$ cat src/rtl/multicycle_control_fsm_if.sv
// Control bundle between the multicycle control FSM and the RV32I datapath.
// master = control FSM, slave = datapath / memory side.
interface multicycle_control_fsm_if;
   logic [6:0] op;
   logic       Zero;
   logic       mem_ready;
   logic       AdrSrc;
   logic       IRWrite;
   logic [1:0] ALUSrcA;
   logic [1:0] ALUSrcB;
   logic [1:0] ALUOp;
   logic [1:0] ResultSrc;
   logic [1:0] ImmSrc;
   logic       PCWrite;
   logic       RegWrite;
   logic       MemWrite;
   logic       illegal_instr;
   logic [3:0] state;

   modport master (
      input  op, Zero, mem_ready,
      output AdrSrc, IRWrite, ALUSrcA, ALUSrcB, ALUOp, ResultSrc, ImmSrc,
             PCWrite, RegWrite, MemWrite, illegal_instr, state
   );

   modport slave (
      output op, Zero, mem_ready,
      input  AdrSrc, IRWrite, ALUSrcA, ALUSrcB, ALUOp, ResultSrc, ImmSrc,
             PCWrite, RegWrite, MemWrite, illegal_instr, state
   );
endinterface

$ cat src/rtl/multicycle_control_fsm.sv
// Main control FSM for the multicycle RV32I datapath.
// Mux selects are registered alongside the state (decoded from the next
// state); the write strobes that depend on mem_ready/Zero/op are formed
// combinationally from the current state and gated off while reset is high.
module multicycle_control_fsm (
   input  logic                       clk,
   input  logic                       reset,
   multicycle_control_fsm_if.master   bus
);

   typedef enum logic [3:0] {
      S_FETCH    = 4'd0,
      S_DECODE   = 4'd1,
      S_MEMADR   = 4'd2,
      S_MEMREAD  = 4'd3,
      S_MEMWB    = 4'd4,
      S_MEMWRITE = 4'd5,
      S_EXECR    = 4'd6,
      S_EXECI    = 4'd7,
      S_ALUWB    = 4'd8,
      S_BEQ      = 4'd9,
      S_JAL      = 4'd10
   } state_t;

   typedef struct packed {
      logic       adrsrc;
      logic [1:0] alusrca;
      logic [1:0] alusrcb;
      logic [1:0] aluop;
      logic [1:0] resultsrc;
      logic       regwrite;
   } moore_t;

   localparam logic [6:0] OP_LW   = 7'b0000011;
   localparam logic [6:0] OP_SW   = 7'b0100011;
   localparam logic [6:0] OP_R    = 7'b0110011;
   localparam logic [6:0] OP_I    = 7'b0010011;
   localparam logic [6:0] OP_BEQ  = 7'b1100011;
   localparam logic [6:0] OP_JAL  = 7'b1101111;

   state_t st, nxt;
   moore_t mo;
   logic   op_ok;

   // Moore select values for a given state; anything not listed stays 0.
   function automatic moore_t moore_of(input state_t s);
      moore_t m;
      m = '0;
      case (s)
         S_FETCH:    begin m.alusrcb = 2'b10; m.resultsrc = 2'b10; end
         S_DECODE:   begin m.alusrca = 2'b01; m.alusrcb = 2'b01; end
         S_MEMADR:   begin m.alusrca = 2'b10; m.alusrcb = 2'b01; end
         S_MEMREAD:  m.adrsrc = 1'b1;
         S_MEMWB:    begin m.resultsrc = 2'b01; m.regwrite = 1'b1; end
         S_MEMWRITE: m.adrsrc = 1'b1;
         S_EXECR:    begin m.alusrca = 2'b10; m.aluop = 2'b10; end
         S_EXECI:    begin m.alusrca = 2'b10; m.alusrcb = 2'b01; m.aluop = 2'b10; end
         S_ALUWB:    m.regwrite = 1'b1;
         S_BEQ:      begin m.alusrca = 2'b10; m.aluop = 2'b01; end
         S_JAL:      begin m.alusrca = 2'b01; m.alusrcb = 2'b10; end
         default:    m = '0;
      endcase
      return m;
   endfunction

   // Opcode legality check used to flag unsupported instructions in DECODE.
   always_comb begin
      op_ok = 1'b0;
      case (bus.op)
         OP_LW, OP_SW, OP_R, OP_I, OP_BEQ, OP_JAL: op_ok = 1'b1;
         default:                                  op_ok = 1'b0;
      endcase
   end

   // Next-state logic; memory states hold until mem_ready.
   always_comb begin
      nxt = st;
      case (st)
         S_FETCH:    if (bus.mem_ready) nxt = S_DECODE;
         S_DECODE: begin
            case (bus.op)
               OP_LW, OP_SW: nxt = S_MEMADR;
               OP_R:         nxt = S_EXECR;
               OP_I:         nxt = S_EXECI;
               OP_BEQ:       nxt = S_BEQ;
               OP_JAL:       nxt = S_JAL;
               default:      nxt = S_FETCH;
            endcase
         end
         S_MEMADR:   nxt = (bus.op == OP_SW) ? S_MEMWRITE : S_MEMREAD;
         S_MEMREAD:  if (bus.mem_ready) nxt = S_MEMWB;
         S_MEMWB:    nxt = S_FETCH;
         S_MEMWRITE: if (bus.mem_ready) nxt = S_FETCH;
         S_EXECR:    nxt = S_ALUWB;
         S_EXECI:    nxt = S_ALUWB;
         S_ALUWB:    nxt = S_FETCH;
         S_BEQ:      nxt = S_FETCH;
         S_JAL:      nxt = S_ALUWB;
         default:    nxt = S_FETCH;
      endcase
   end

   // State register plus registered Moore selects decoded from the next state.
   always_ff @(posedge clk) begin
      if (reset) begin
         st <= S_FETCH;
         mo <= moore_of(S_FETCH);
      end else begin
         st <= nxt;
         mo <= moore_of(nxt);
      end
   end

   // Immediate format follows the opcode regardless of state.
   always_comb begin
      bus.ImmSrc = 2'b00;
      case (bus.op)
         OP_SW:   bus.ImmSrc = 2'b01;
         OP_BEQ:  bus.ImmSrc = 2'b10;
         OP_JAL:  bus.ImmSrc = 2'b11;
         default: bus.ImmSrc = 2'b00;
      endcase
   end

   assign bus.state     = st;
   assign bus.AdrSrc    = mo.adrsrc;
   assign bus.ALUSrcA   = mo.alusrca;
   assign bus.ALUSrcB   = mo.alusrcb;
   assign bus.ALUOp     = mo.aluop;
   assign bus.ResultSrc = mo.resultsrc;

   // Write strobes are suppressed for the whole reset cycle, even mid-instruction.
   assign bus.IRWrite       = ~reset & (st == S_FETCH) & bus.mem_ready;
   assign bus.PCWrite       = ~reset & (((st == S_FETCH) & bus.mem_ready) |
                                        ((st == S_BEQ) & bus.Zero) |
                                        (st == S_JAL));
   assign bus.RegWrite      = ~reset & mo.regwrite;
   assign bus.MemWrite      = ~reset & (st == S_MEMWRITE);
   assign bus.illegal_instr = ~reset & (st == S_DECODE) & ~op_ok;

endmodule
$ cat src/flat_wrapper.sv
// flat-port wrapper written by rule: the top's interface ports become plain ports
module multicycle_control_fsm_flat 
  (clk, reset, bus_op, bus_Zero, bus_mem_ready, bus_AdrSrc, bus_IRWrite, bus_ALUSrcA, bus_ALUSrcB, bus_ALUOp, bus_ResultSrc, bus_ImmSrc, bus_PCWrite, bus_RegWrite, bus_MemWrite, bus_illegal_instr, bus_state);
  multicycle_control_fsm_if bus_i ();
  input  logic clk;
  input  logic reset;
  input wire logic [$bits(bus_i.op)-1:0] bus_op;
  input wire logic [$bits(bus_i.Zero)-1:0] bus_Zero;
  input wire logic [$bits(bus_i.mem_ready)-1:0] bus_mem_ready;
  output wire logic [$bits(bus_i.AdrSrc)-1:0] bus_AdrSrc;
  output wire logic [$bits(bus_i.IRWrite)-1:0] bus_IRWrite;
  output wire logic [$bits(bus_i.ALUSrcA)-1:0] bus_ALUSrcA;
  output wire logic [$bits(bus_i.ALUSrcB)-1:0] bus_ALUSrcB;
  output wire logic [$bits(bus_i.ALUOp)-1:0] bus_ALUOp;
  output wire logic [$bits(bus_i.ResultSrc)-1:0] bus_ResultSrc;
  output wire logic [$bits(bus_i.ImmSrc)-1:0] bus_ImmSrc;
  output wire logic [$bits(bus_i.PCWrite)-1:0] bus_PCWrite;
  output wire logic [$bits(bus_i.RegWrite)-1:0] bus_RegWrite;
  output wire logic [$bits(bus_i.MemWrite)-1:0] bus_MemWrite;
  output wire logic [$bits(bus_i.illegal_instr)-1:0] bus_illegal_instr;
  output wire logic [$bits(bus_i.state)-1:0] bus_state;
  assign bus_i.op = bus_op;
  assign bus_i.Zero = bus_Zero;
  assign bus_i.mem_ready = bus_mem_ready;
  assign bus_AdrSrc = bus_i.AdrSrc;
  assign bus_IRWrite = bus_i.IRWrite;
  assign bus_ALUSrcA = bus_i.ALUSrcA;
  assign bus_ALUSrcB = bus_i.ALUSrcB;
  assign bus_ALUOp = bus_i.ALUOp;
  assign bus_ResultSrc = bus_i.ResultSrc;
  assign bus_ImmSrc = bus_i.ImmSrc;
  assign bus_PCWrite = bus_i.PCWrite;
  assign bus_RegWrite = bus_i.RegWrite;
  assign bus_MemWrite = bus_i.MemWrite;
  assign bus_illegal_instr = bus_i.illegal_instr;
  assign bus_state = bus_i.state;
  multicycle_control_fsm u_core (.clk(clk), .reset(reset), .bus(bus_i));
endmodule
$ cat config.mk
export PLATFORM = sky130hd
export DESIGN_NAME = multicycle_control_fsm_flat
export DESIGN_NICKNAME = d
export VERILOG_FILES = /design/src/rtl/multicycle_control_fsm_if.sv /design/src/rtl/multicycle_control_fsm.sv /design/src/flat_wrapper.sv
export SDC_FILE = /design/constraint.sdc
export NUM_CORES = 1
export LEC_CHECK = 0
export CAP_MARGIN = 0
export CORE_MARGIN = 3
export CORE_UTILIZATION = 44
export CTS_CLUSTER_DIAMETER = 200
export CTS_CLUSTER_SIZE = 28
export DETAILED_ROUTE_END_ITERATION = 8
export PLACE_DENSITY = 0.78
export SLEW_MARGIN = 25
export SYNTH_ARGS = -nofsm -noshare
export SYNTH_HDL_FRONTEND = slang
export SYNTH_SLANG_ARGS = --single-unit
$ cat constraint.sdc
create_clock -name clk -period 2.3 [get_ports clk]
set_input_delay 0.46 -clock clk [delete_from_list [all_inputs] [get_ports clk]]
set_output_delay 0.46 -clock clk [all_outputs]
set_load 0.02 [all_outputs]
==> results.md <==
- Total wire length: 2429 um
- Critical path class: in2out
- GRT overflow: 0
- Register area: 280.3 sq um
- Post-detail-place hpwl: 1919 um
- Via count: 956
- Clock slew at reported path FFs: 80 ps
- Non-filler cells, final: 170
- Commonest non-fill, non-tap cell in the layout: buf_4
- Placed cells: 167
- Worst hold slack: 728.7 ps
- Synth Warn #: 0
- Worst slew pin tran: 434.2 ps
- Crit path max fanout: 3
- Cell-by-cell listing of the critical path: clkdlybuf4s50_1, nand3b_1, or2_2, nor2_4, nor4_2, buf_2
- Fmax: 448.5 MHz
- Site row count: 15
- Post-route antenna net violation count: 0
- Top cell type's share of synthesized area: 31.37%
- Worst path slowest cell: clkdlybuf4s50_1
- Final WS setup: 70.43 ps
- Compound-gate portion of the synthesized area: 18.91%
- Final core utilization: 74.57%
- Worst Path Required: 1840 ps
- Pre-CTS setup slack: -550.3 ps
- # port buffers: 30
- Avg WL per Cell: 14.29 um
- Leak Pwr: 0.5877 nW
- Syn Area/Cell: 8.590 sq um
- Final Max Tran Viols: 0
- Critical path launch point type: input port
- GRT Total Usage: 20.87%
- Synth Cell Area: 893.4 sq um
- Worst-Skew Late Latency: 270 ps
- Area grow syn2layout: 51.96%
- Syn Inst Count: 104
- Final hold violation count: 0
- Drt first pass iters: 4
- Max clock buf depth: 2
- H-tree Lvls: 1
- Worst EP arrival: 1770 ps
- Cts hold-fix bufs: 0
- Final Cycle Share: 96.94%
- Switch Pwr: 0.0001334 W
- Worst IR drop on VDD: 0.0002047 V
- Io pins: 31
- Crit path buf inv count: 2
- Setup crit end kind: output pin
- Die Width: 51.06 um
- Nets: 158
- Multiplexer share of the synthesized area: 0%
- Fraction of layout cells with a size suffix above 1: 32.41%
- Area contributors post-synth: dfxtp_1 31%, buf_4 6.7%, nand3b_1 3.4%
- Clock Sinks: 14
- CTS tree: built
- Adder-cell share of the synthesized area: 0%
- Final setup viols: 0
- Xor and xnor area share after synthesis: 0.9804%
- Die height: 51.06 um
- N_diodes: 0
- Synth Area in Simple Gates: 39.08%
- Switching share of total power: 26.11%
- Max-Cap Viols: 0
- Yosys cell types: 46
- Crit path max-delay family: buffers and inverters
- Area of the multi-input gates: 569.3 sq um
- Core Box Area: 1821 sq um
- Post-synthesis sequential area ratio: 31.37%
- # fillers: 135
- Comb power frac: 25.6%
- Largest net degree at the start of global routing: 14
- Starting Density: 49.07%
- Max incr delay on CP: 500 ps
- Main combinational cell family by area after synthesis: simple AND/OR/NAND/NOR gates
- First-pass GRT wire length: 4160 um
- Most frequent cells in the layout: 24 x buf_4, 20 x clkdlybuf4s50_1, 14 x dfxtp_1
- Yosys top cell by area: dfxtp_1
- Min-Delay Path Class: reg2reg
- Clk root buf: clkbuf_4
- Seq pwr share: 49.0%
- Number of remaining DRC errors: 0
- Syn_nets: 115
- Vias in the first global route: 948
- Reg2Reg Setup Slack: 390 ps
- Num CTS Buffers: 3
- Status: finished clean
- DR iter-0 viols: 15
- Die area: 2607 sq um
- Max-slew headroom: 71.01%
- Final Skew: 3.202 ps
- Internal power: 0.0003775 W
- Clock Power Share: 25.4%
- Initial antenna violation count: 0
- Post-route minimum period: 2230 ps
- Synth Register Bits: 14
- Number of vias per cell: 5.624
- RSZ-0062 raised after global routing: false
- Power Density: 376.3 nW/um^2
- Routability cong.: 0.8425
-- per-stage QoR --
stage / TNS (ps) / area [sq um] / total power [W]
after global placement: -2268 / 1309 / 0.0003792
after detailed placement: -2682 / 1309 / 0.0003826
after floorplan: 0 / 894.6 / 0.0003170
after CTS: -44.73 / 1335 / 0.0005090
final: 0 / 1358 / 0.0005109
after global routing: 0 / 1358 / 0.0005360
-- worst paths after layout --
path,from,end,cells past startpoint
max,bus_op[6],bus_illegal_instr,6
min,u_core.bus.state[3]$_SDFF_PP0_,u_core.bus.AdrSrc$_SDFF_PP0_,2
max reg2reg,u_core.bus.state[3]$_SDFF_PP0_,u_core.bus.ALUSrcB[1]$_SDFF_PP1_,5
min reg2reg,u_core.bus.state[3]$_SDFF_PP0_,u_core.bus.AdrSrc$_SDFF_PP0_,2
-- Yosys cell counts (all sizes together) --
| cell | count |
|---|---|
| o21ai | 5 |
| buf | 9 |
| o21bai | 1 |
| o22a | 1 |
| nand3b | 4 |
| nor3 | 4 |
| o311ai | 1 |
| nand2b | 3 |
| and3b | 2 |
| nor2b | 5 |
| nand3 | 3 |
| a221oi | 1 |
| a2111o | 1 |
| or3b | 1 |
| nand2 | 6 |
| inv | 1 |
| nor3b | 3 |
| nor2 | 8 |
| or4b | 3 |
| and2 | 3 |
| or3 | 1 |
| a22oi | 1 |
| clkbuf | 5 |
| a21boi | 1 |
| a41oi | 1 |
| o31a | 1 |
| nor4 | 2 |
| o22ai | 1 |
| or4 | 1 |
| or2 | 3 |
| xor2 | 1 |
| a311oi | 1 |
| a21oi | 2 |
| and3 | 1 |
| o211ai | 1 |
| dfxtp | 14 |
| nor4bb | 1 |
| a2111oi | 1 |
-- sequential cells by signal, summed over array words and instances (netlist names) --
register              cells
u_core.bus.ALUOp          2
u_core.mo                 1
u_core.bus.AdrSrc         1
u_core.bus.state          4
u_core.bus.ALUSrcA        2
u_core.bus.ALUSrcB        2
u_core.bus.ResultSrc      2
-- what timing repair did --
item	in CTS	in global routing
resized for setup	29	8
setup buffers	0	0
endpoints found under the setup margin	6	3
pin swaps	1	1
-- power groups by stage --
| stage | clock (W) | sequential (W) | combinational [W] |
|---|---|---|---|
| after floorplan | 0 | 0.000257 | 0.0000601 |
| after global placement | 0 | 0.000255 | 0.000124 |
| after detailed placement | 0 | 0.000256 | 0.000127 |
| after CTS | 0.000131 | 0.000250 | 0.000128 |
| after global routing | 0.000145 | 0.000251 | 0.000140 |
| final | 0.000130 | 0.000250 | 0.000131 |
-- worst min-delay path: cells and delay by family, from the launching register on --
family,cells,cell delay [ps]
AND/OR/NAND/NOR,1,80
buffers and inverters,1,200
flip-flops,1,400
-- layer usage --
layer  global-route usage (%)  vias up  routed length [um]
li1                         -      453                   -
met1                    22.48      448                 936
met2                    36.48       42                1250
met3                    3.499       13                 140
met4                    14.80        0                 102
met5                        0        -                   0
-- kinds of logic after synthesis --
family	after synthesis
buffers and inverters	15
AND/OR/NAND/NOR	54
XOR/XNOR	1
AO/OA/AOI/OAI	20
flip-flops	14
-- final cells by class --
| class | instances | share of cell area (%) |
|---|---|---|
| Timing Repair Buffer | 52 | 33.18 |
| Inverter | 1 | 0.2765 |
| Sequential cell | 14 | 20.65 |
| Clock buffer | 3 | 1.659 |
| Multi-Input combinational cell | 75 | 41.94 |
| Tap cell | 25 | 2.304 |
(Power assumes the default switching activity.)
